File: config.mk
export PLATFORM = sky130hd
export DESIGN_NAME = dmem_arbiter
export DESIGN_NICKNAME = d
export VERILOG_FILES = /design/src/rtl/dmem_arbiter.sv
export SDC_FILE = /design/constraint.sdc
export NUM_CORES = 1
export LEC_CHECK = 0
export ABC_CLOCK_PERIOD_IN_PS = 4200
export BUFFER_PORTS_ARGS = -buffer_cell sky130_fd_sc_hd__buf_2
export CORE_ASPECT_RATIO = 0.7
export CORE_MARGIN = 5
export CORE_UTILIZATION = 28
export CTS_CLUSTER_SIZE = 20
export DETAILED_ROUTE_END_ITERATION = 6
export GPL_TIMING_DRIVEN = 0
export PLACE_DENSITY_LB_ADDON = 0.12
export REMOVE_ABC_BUFFERS = 1
export SLEW_MARGIN = 20
export SYNTH_ARGS = -nofsm -noshare
export SYNTH_HDL_FRONTEND = slang
export SYNTH_SLANG_ARGS = --single-unit
File: constraint.sdc
create_clock -name clk -period 4.2 [get_ports clk]
set_input_delay 0.84 -clock clk [delete_from_list [all_inputs] [get_ports clk]]
set_output_delay 0.84 -clock clk [all_outputs]
set_load 0.005 [all_outputs]
File: src/rtl/dmem_arbiter.sv
// dmem_arbiter: shares the single-port data memory between the processor
// data port (m0) and the loader/DMA port (m1).
//
// One memory beat per clock. Arbitration is sticky round-robin: the port that
// won last keeps winning under contention until it has taken MAX_BURST
// consecutive beats, then the other port gets a turn. Read data and the
// acknowledge are registered, so a beat granted in cycle N completes in N+1.
//
// Ports
//   clk, reset                  core clock, synchronous active-high reset
//   m{0,1}_req/we/addr/wd/funct3  beat request from each requester
//   m{0,1}_gnt                  beat accepted this cycle (combinational)
//   m{0,1}_ack/err              completion pulse (+ out-of-range flag)
//   m{0,1}_rdata                data of that port's last completed read
//   mem_we/addr/wd/funct3       to dmem
//   mem_rd                      dmem combinational read data
module dmem_arbiter #(
    parameter int          MAX_BURST  = 4,
    parameter logic [31:0] DMEM_LIMIT = 32'h0000_3000
) (
    input  logic        clk,
    input  logic        reset,

    input  logic        m0_req,
    input  logic        m0_we,
    input  logic [31:0] m0_addr,
    input  logic [31:0] m0_wd,
    input  logic [2:0]  m0_funct3,
    output logic        m0_gnt,
    output logic        m0_ack,
    output logic        m0_err,
    output logic [31:0] m0_rdata,

    input  logic        m1_req,
    input  logic        m1_we,
    input  logic [31:0] m1_addr,
    input  logic [31:0] m1_wd,
    input  logic [2:0]  m1_funct3,
    output logic        m1_gnt,
    output logic        m1_ack,
    output logic        m1_err,
    output logic [31:0] m1_rdata,

    output logic        mem_we,
    output logic [31:0] mem_addr,
    output logic [31:0] mem_wd,
    output logic [2:0]  mem_funct3,
    input  logic [31:0] mem_rd
);

    localparam logic [3:0] BURST = 4'(MAX_BURST);

    logic       owner;
    logic [3:0] cnt;

    logic winner;
    logic grant;
    logic sel_we;
    logic in_range;

    // Winner selection. With no request the winner defaults to the owner so
    // the memory-side mux stays parked on the last granted port.
    always_comb begin
        winner = owner;
        if (m0_req && m1_req)
            winner = (cnt < BURST) ? owner : ~owner;
        else if (m0_req)
            winner = 1'b0;
        else if (m1_req)
            winner = 1'b1;

        grant = (m0_req | m1_req) & ~reset;

        if (winner) begin
            sel_we     = m1_we;
            mem_addr   = m1_addr;
            mem_wd     = m1_wd;
            mem_funct3 = m1_funct3;
        end else begin
            sel_we     = m0_we;
            mem_addr   = m0_addr;
            mem_wd     = m0_wd;
            mem_funct3 = m0_funct3;
        end

        in_range = (mem_addr < DMEM_LIMIT);
        m0_gnt   = grant & ~winner;
        m1_gnt   = grant &  winner;
        mem_we   = grant & sel_we & in_range;
    end

    always_ff @(posedge clk) begin
        if (reset) begin
            owner    <= 1'b0;
            cnt      <= 4'd0;
            m0_ack   <= 1'b0;
            m0_err   <= 1'b0;
            m0_rdata <= 32'd0;
            m1_ack   <= 1'b0;
            m1_err   <= 1'b0;
            m1_rdata <= 32'd0;
        end else begin
            m0_ack <= m0_gnt;
            m1_ack <= m1_gnt;
            m0_err <= m0_gnt & ~in_range;
            m1_err <= m1_gnt & ~in_range;

            // Writes leave rdata untouched; out-of-range reads return zero.
            if (m0_gnt && !sel_we)
                m0_rdata <= in_range ? mem_rd : 32'd0;
            if (m1_gnt && !sel_we)
                m1_rdata <= in_range ? mem_rd : 32'd0;

            // cnt saturates so a long solo burst lets the waiting port in on
            // its very first contended cycle.
            if (grant) begin
                if (winner == owner) begin
                    cnt <= (cnt >= BURST) ? BURST : cnt + 4'd1;
                end else begin
                    owner <= winner;
                    cnt   <= 4'd1;
                end
            end else begin
                cnt <= 4'd0;
            end
        end
    end

endmodule

[Word-level counts from Yosys, hierarchy flattened]
Cells that the tools add are included.
Word-level totals
  flip-flop bits (word level): 73
  output and inout bits: 138
  input port bits: 172
Operators by class
  reductions and logical operators: 8
  equality and inequality tests: 1
  $lt $le $gt $ge: 3
  add/sub/neg operators: 1
  muxes and demuxes: 11
  bitwise logic cells: 14
Operators with widths (count)
  32-bit two-way mux: 3
  32-bit by 14-bit < comparator with 1-bit output (second input constant): 1
  1-bit bitwise AND: 7
  1-bit two-way mux: 6
  3-bit two-way mux: 2
  1-bit NOT: 6
  4-bit by 1-bit adder with 4-bit output (second input constant): 1
  4-bit by 3-bit greater-or-equal comparator with 1-bit output (second input constant): 1
  4-bit by 3-bit < comparator with 1-bit output (second input constant): 1
  4-bit OR reduction: 1
  1-bit logical AND: 3
  3-bit OR reduction: 1
  2-bit AND reduction: 1
  2-bit OR reduction: 1
  1-bit == test: 1
  1-bit zero test: 1
  1-bit OR: 1

[Longest topological paths before layout]
  depth after elaboration: 7
  gate-level depth with buffers: 7
  mapped depth without buffers: 4

[Worst setup path before layout]
Ideal clock, no wire load.
  kind: input-to-output
  start point: input port m1_req
  end point: output port mem_we
  cell stages on the path: 6
  path slack: 1245 ps
  path buffers: 2
  arrival time: 2115 ps
  cells stage by stage: clkbuf_1 -> o21ba_2 -> a31oi_4 -> buf_4 -> nand4_1 -> a211oi_1
On the way
  longest elaborated chain between the ends: 6
Ends and longest elaborated chain
  start: declaration: line 34  | input logic m1_req,
  1-bit two-way mux: line 69  | else if (m1_req)
  1-bit two-way mux: line 67  | else if (m0_req)
  1-bit two-way mux: line 65  | if (m0_req && m1_req)
  32-bit two-way mux / 1-bit two-way mux (equally long branches): line 74  | if (winner) begin
  32-bit by 14-bit < comparator with 1-bit output / 1-bit bitwise AND (equally long branches): line 86, 89
  1-bit bitwise AND *: line 89  | mem_we = grant & sel_we & in_range;
  end: declaration: line 44  | output logic mem_we,
Mark *: on every way between the ends. The rest lies on a longest branch, timed or not.

[Worst setup path in the final report]
  start point: input port m1_req
  end point: output port mem_wd[14]
On the way
  longest elaborated chain between the ends: 4
Ends and longest elaborated chain
  1-bit two-way mux: line 69
  1-bit two-way mux: line 67
  1-bit two-way mux *: line 65
  32-bit two-way mux *: line 74
  end: declaration: line 46  | output logic [31:0] mem_wd,
Marked as above.

==> impl_metrics.csv <==
group,metric,value,unit
sta,worst_slack,0.835,ns
clock_network,cts.hold.buffers_added,0,
logic_synthesis,netlist_area,3800,um^2
place,port_buffers,309,
setup_path,r2r_end,"m0_rdata[27]",
routing,drcViolationCount,0,
sta,setup_viol,0,
logic_synthesis,ys_ff_latch,73,
logic_synthesis,yosys.area.top_type,"dfxtp_1",
power,leakagePower,0.00269,uW
final_layout,layout-drive-gt1-share,0.595,
floorplan,rows,35,
power,vdd_drop_max,0.227,mV
clock_network,cts-resized-gates,0,
setup_path,start_kind,"input port",
global_route,grt_pass1_vias,4204,
setup_path,r2r-start,"owner",
power,powerDensity,318,nW/um^2
place,gp_congestion,0.832,
logic_synthesis,synthTopCellsByArea,"dfxtp_1 (38%), mux2_2 (20%), o32ai_1 (15%)",
global_route,antenna_found_initial,0,
global_route,grt_usage,0.191,
routing,drtIter0Drc,149,
global_route,grt_max_degree,69,
routing,drt-wirelength-per-cell,18.7,um
hold_path,hp-class,"reg -> reg",
power,finalPower,1870,uW
setup_path,cp_max_fo,23,
sta,fin_crit,3.36,ns
clock_network,insertion_delay,0.33,ns
setup_path,max_stage_delay,0.35,ns
logic_synthesis,synth_flop_cell,"dfxtp_1",
logic_synthesis,netlist.area_leader.share,0.384,
logic_synthesis,yosysWarnings,0,
sta,tightestPinTransition,0.811,ns
routing,first_pass_iters,6,
final_layout,diodes,0,
clock_network,cts_buffer_depth,2,
setup_path,end_kind,"output port",
sta,timing.slew.headroom,0.452,
sta,grt_setup_unrepaired,"false",
hold_path,min_from,"m0_rdata[7]",
logic_synthesis,yosys.cell_types.count,38,
logic_synthesis,synth-edff-count,0,
logic_synthesis,postSynth.asyncResetShare,0,
setup_path,r2r_slack,1.55,ns
sta,skew,0.0109,ns
final_layout,layout.nets,854,
setup_path,crit_chain,"buf_2 > o21ba_2 > a31oi_4 > buf_16 > buf_16 > mux2_2 > buf_2",
floorplan,pin_count,310,
setup_path,required,3.36,ns
routing,vias_per_cell,4.63,
routing,ant_nets,0,
setup_path,r2r_cells,5,
setup_path,crit_end,"mem_wd[14]",
job,maxCapViolations,0,
global_route,grt_overflow,0,
floorplan,initial_core_util,0.288,
sta,finalCritPeriodShare,0.801,
setup_path,crit_start,"m1_req",
run_status,status,"finished clean",
sta,fmax,0.297,GHz
routing,routed_wirelength,16300,um
clock_network,htreeDepth,3,
logic_synthesis,synth-seq-area-share,0.384,
clock_network,cts_tree,"done",
clock_network,clk_pin_slew,0.06,ns
floorplan,fp.dieW,149,um
sta,slew_viol_final,0,
floorplan,fp.dieH,108,um
logic_synthesis,synthCells,386,
final_layout,syn_to_final_growth,54.7,%
sta,hold_viol_final,0,
clock_network,numClockSinks,73,
final_layout,fin_util,0.445,
sta,worst_hold_slack,0.467,ns
final_layout,finalNonFillerCells,871,
place,placed_cells,855,
floorplan,die-area,16100,um^2
setup_path,cp_slowest_cell,"a31oi_4",
setup_path,crit_type,"in -> out",
clock_network,cts_setup_buffers,0,
place,dp_hpwl,13300,um
logic_synthesis,syn_area_per_cell,9.86,um^2
place,pre_cts_ws,0.811,ns
setup_path,arrival,2.52,ns
clock_network,cts_inserted_buffers,9,
clock_network,root_buffer,"clkbuf_16",
floorplan,core,13200,um^2
routing,num_vias,4032,
global_route,grt_pass1_wl,23800,um
worst min path at each step:
stage / slack (ns) / end / cells after the start
5_1_grt: 0.49 / m0_rdata[26] / 2
4_1_cts: 0.47 / m0_rdata[7] / 2
3_3_place_gp: 0.46 / m0_rdata[19] / 2
3_5_place_dp: 0.46 / m0_rdata[7] / 2
6_report: 0.47 / m0_rdata[7] / 2
2_1_floorplan: 0.47 / m0_rdata[0] / 2
cell families after synthesis:
family / count (synthesis) / synth area share
flip-flops: 73 / 0.384
other: 1 / 0.000986
AO/OA/AOI/OAI: 81 / 0.189
AND/OR/NAND/NOR: 62 / 0.109
multiplexers: 69 / 0.204
buffers and inverters: 99 / 0.110
adder cells (fa/ha/maj): 1 / 0.00329
placed cells by master (no fill, tap or decap), drive strengths merged:
| cell | netlist | layout |
|---|---|---|
| o21ba | 1 | 1 |
| nand2 | 1 | 1 |
| inv | 65 | 66 |
| nor4 | 9 | 9 |
| clkbuf | 15 | 10 |
| conb | 1 | 1 |
| clkinvlp | 0 | 3 |
| nand2b | 34 | 34 |
| nor4b | 1 | 1 |
| nand4 | 2 | 2 |
| and2 | 1 | 1 |
| clkinv | 0 | 1 |
| nand3 | 1 | 1 |
| a311o | 2 | 2 |
| a21oi | 2 | 2 |
| o211ai | 2 | 2 |
| mux2 | 67 | 67 |
| or3 | 2 | 2 |
| nor4bb | 1 | 1 |
| dfxtp | 73 | 73 |
| or3b | 1 | 1 |
| o21ai | 1 | 1 |
| nor3 | 2 | 2 |
| mux2i | 2 | 2 |
| bufinv | 0 | 1 |
| a311oi | 1 | 1 |
| o211a | 1 | 1 |
| buf | 19 | 318 |
| ha | 1 | 1 |
| and3 | 3 | 3 |
| a31oi | 3 | 3 |
| a211oi | 3 | 3 |
| o32ai | 64 | 64 |
| o21bai | 1 | 1 |
| nor2 | 4 | 4 |
registers in the layout, indices dropped and copies added (netlist names):
| signal | count |
|---|---|
| cnt | 4 |
| m0_err | 1 |
| m0_rdata | 32 |
| m1_err | 1 |
| owner | 1 |
| m1_rdata | 32 |
| m1_ack | 1 |
| m0_ack | 1 |
routing by layer:
layer,GRT usage,up-vias,part of all wire
met1,0.235,1893,0.41
met5,0,-,0
met2,0.320,124,0.50
met4,0.0372,0,0.0095
li1,-,2000,-
met3,0.0737,15,0.079
where the power goes:
part | switching (uW) | leakage (uW) | internal, uW
Combinational | 179 | 0.00196 | 220
Clock | 294 | 0.000141 | 477
Sequential | 4.29 | 0.000590 | 698
worst max-delay path, delay by kind of cell:
| family | cells | cell delay [ns] |
|---|---|---|
| buffers and inverters | 4 | 0.73 |
| muxes | 1 | 0.34 |
| AOI/OAI and AO/OA | 2 | 0.59 |
synth_stat cells, drive strengths merged, types with 3 or more instances:
cell	number
nor2	4
and3	3
clkbuf	15
inv	65
nor4	9
a31oi	3
o32ai	64
buf	19
a211oi	3
nand2b	34
dfxtp	73
mux2	67
layout make-up:
type / instances / area, um^2
sequential: 73 / 1460
clock buffer: 10 / 239
tap: 185 / 231
timing repair buffer: 318 / 1720
multi-input combinational: 214 / 1930
clock inverter: 6 / 66.3
inverter: 65 / 244
fill: 1356 / 7340
stage by stage:
| stage | area (um^2) | setup TNS (ns) |
|---|---|---|
| 5_1_grt | 5880 | 0 |
| 3_3_place_gp | 5410 | -45.64 |
| 2_1_floorplan | 3630 | 0 |
| 6_report | 5880 | 0 |
| 4_1_cts | 5880 | 0 |
| 3_5_place_dp | 5580 | 0 |
No activity file was read; power rests on OpenSTA's default activity.
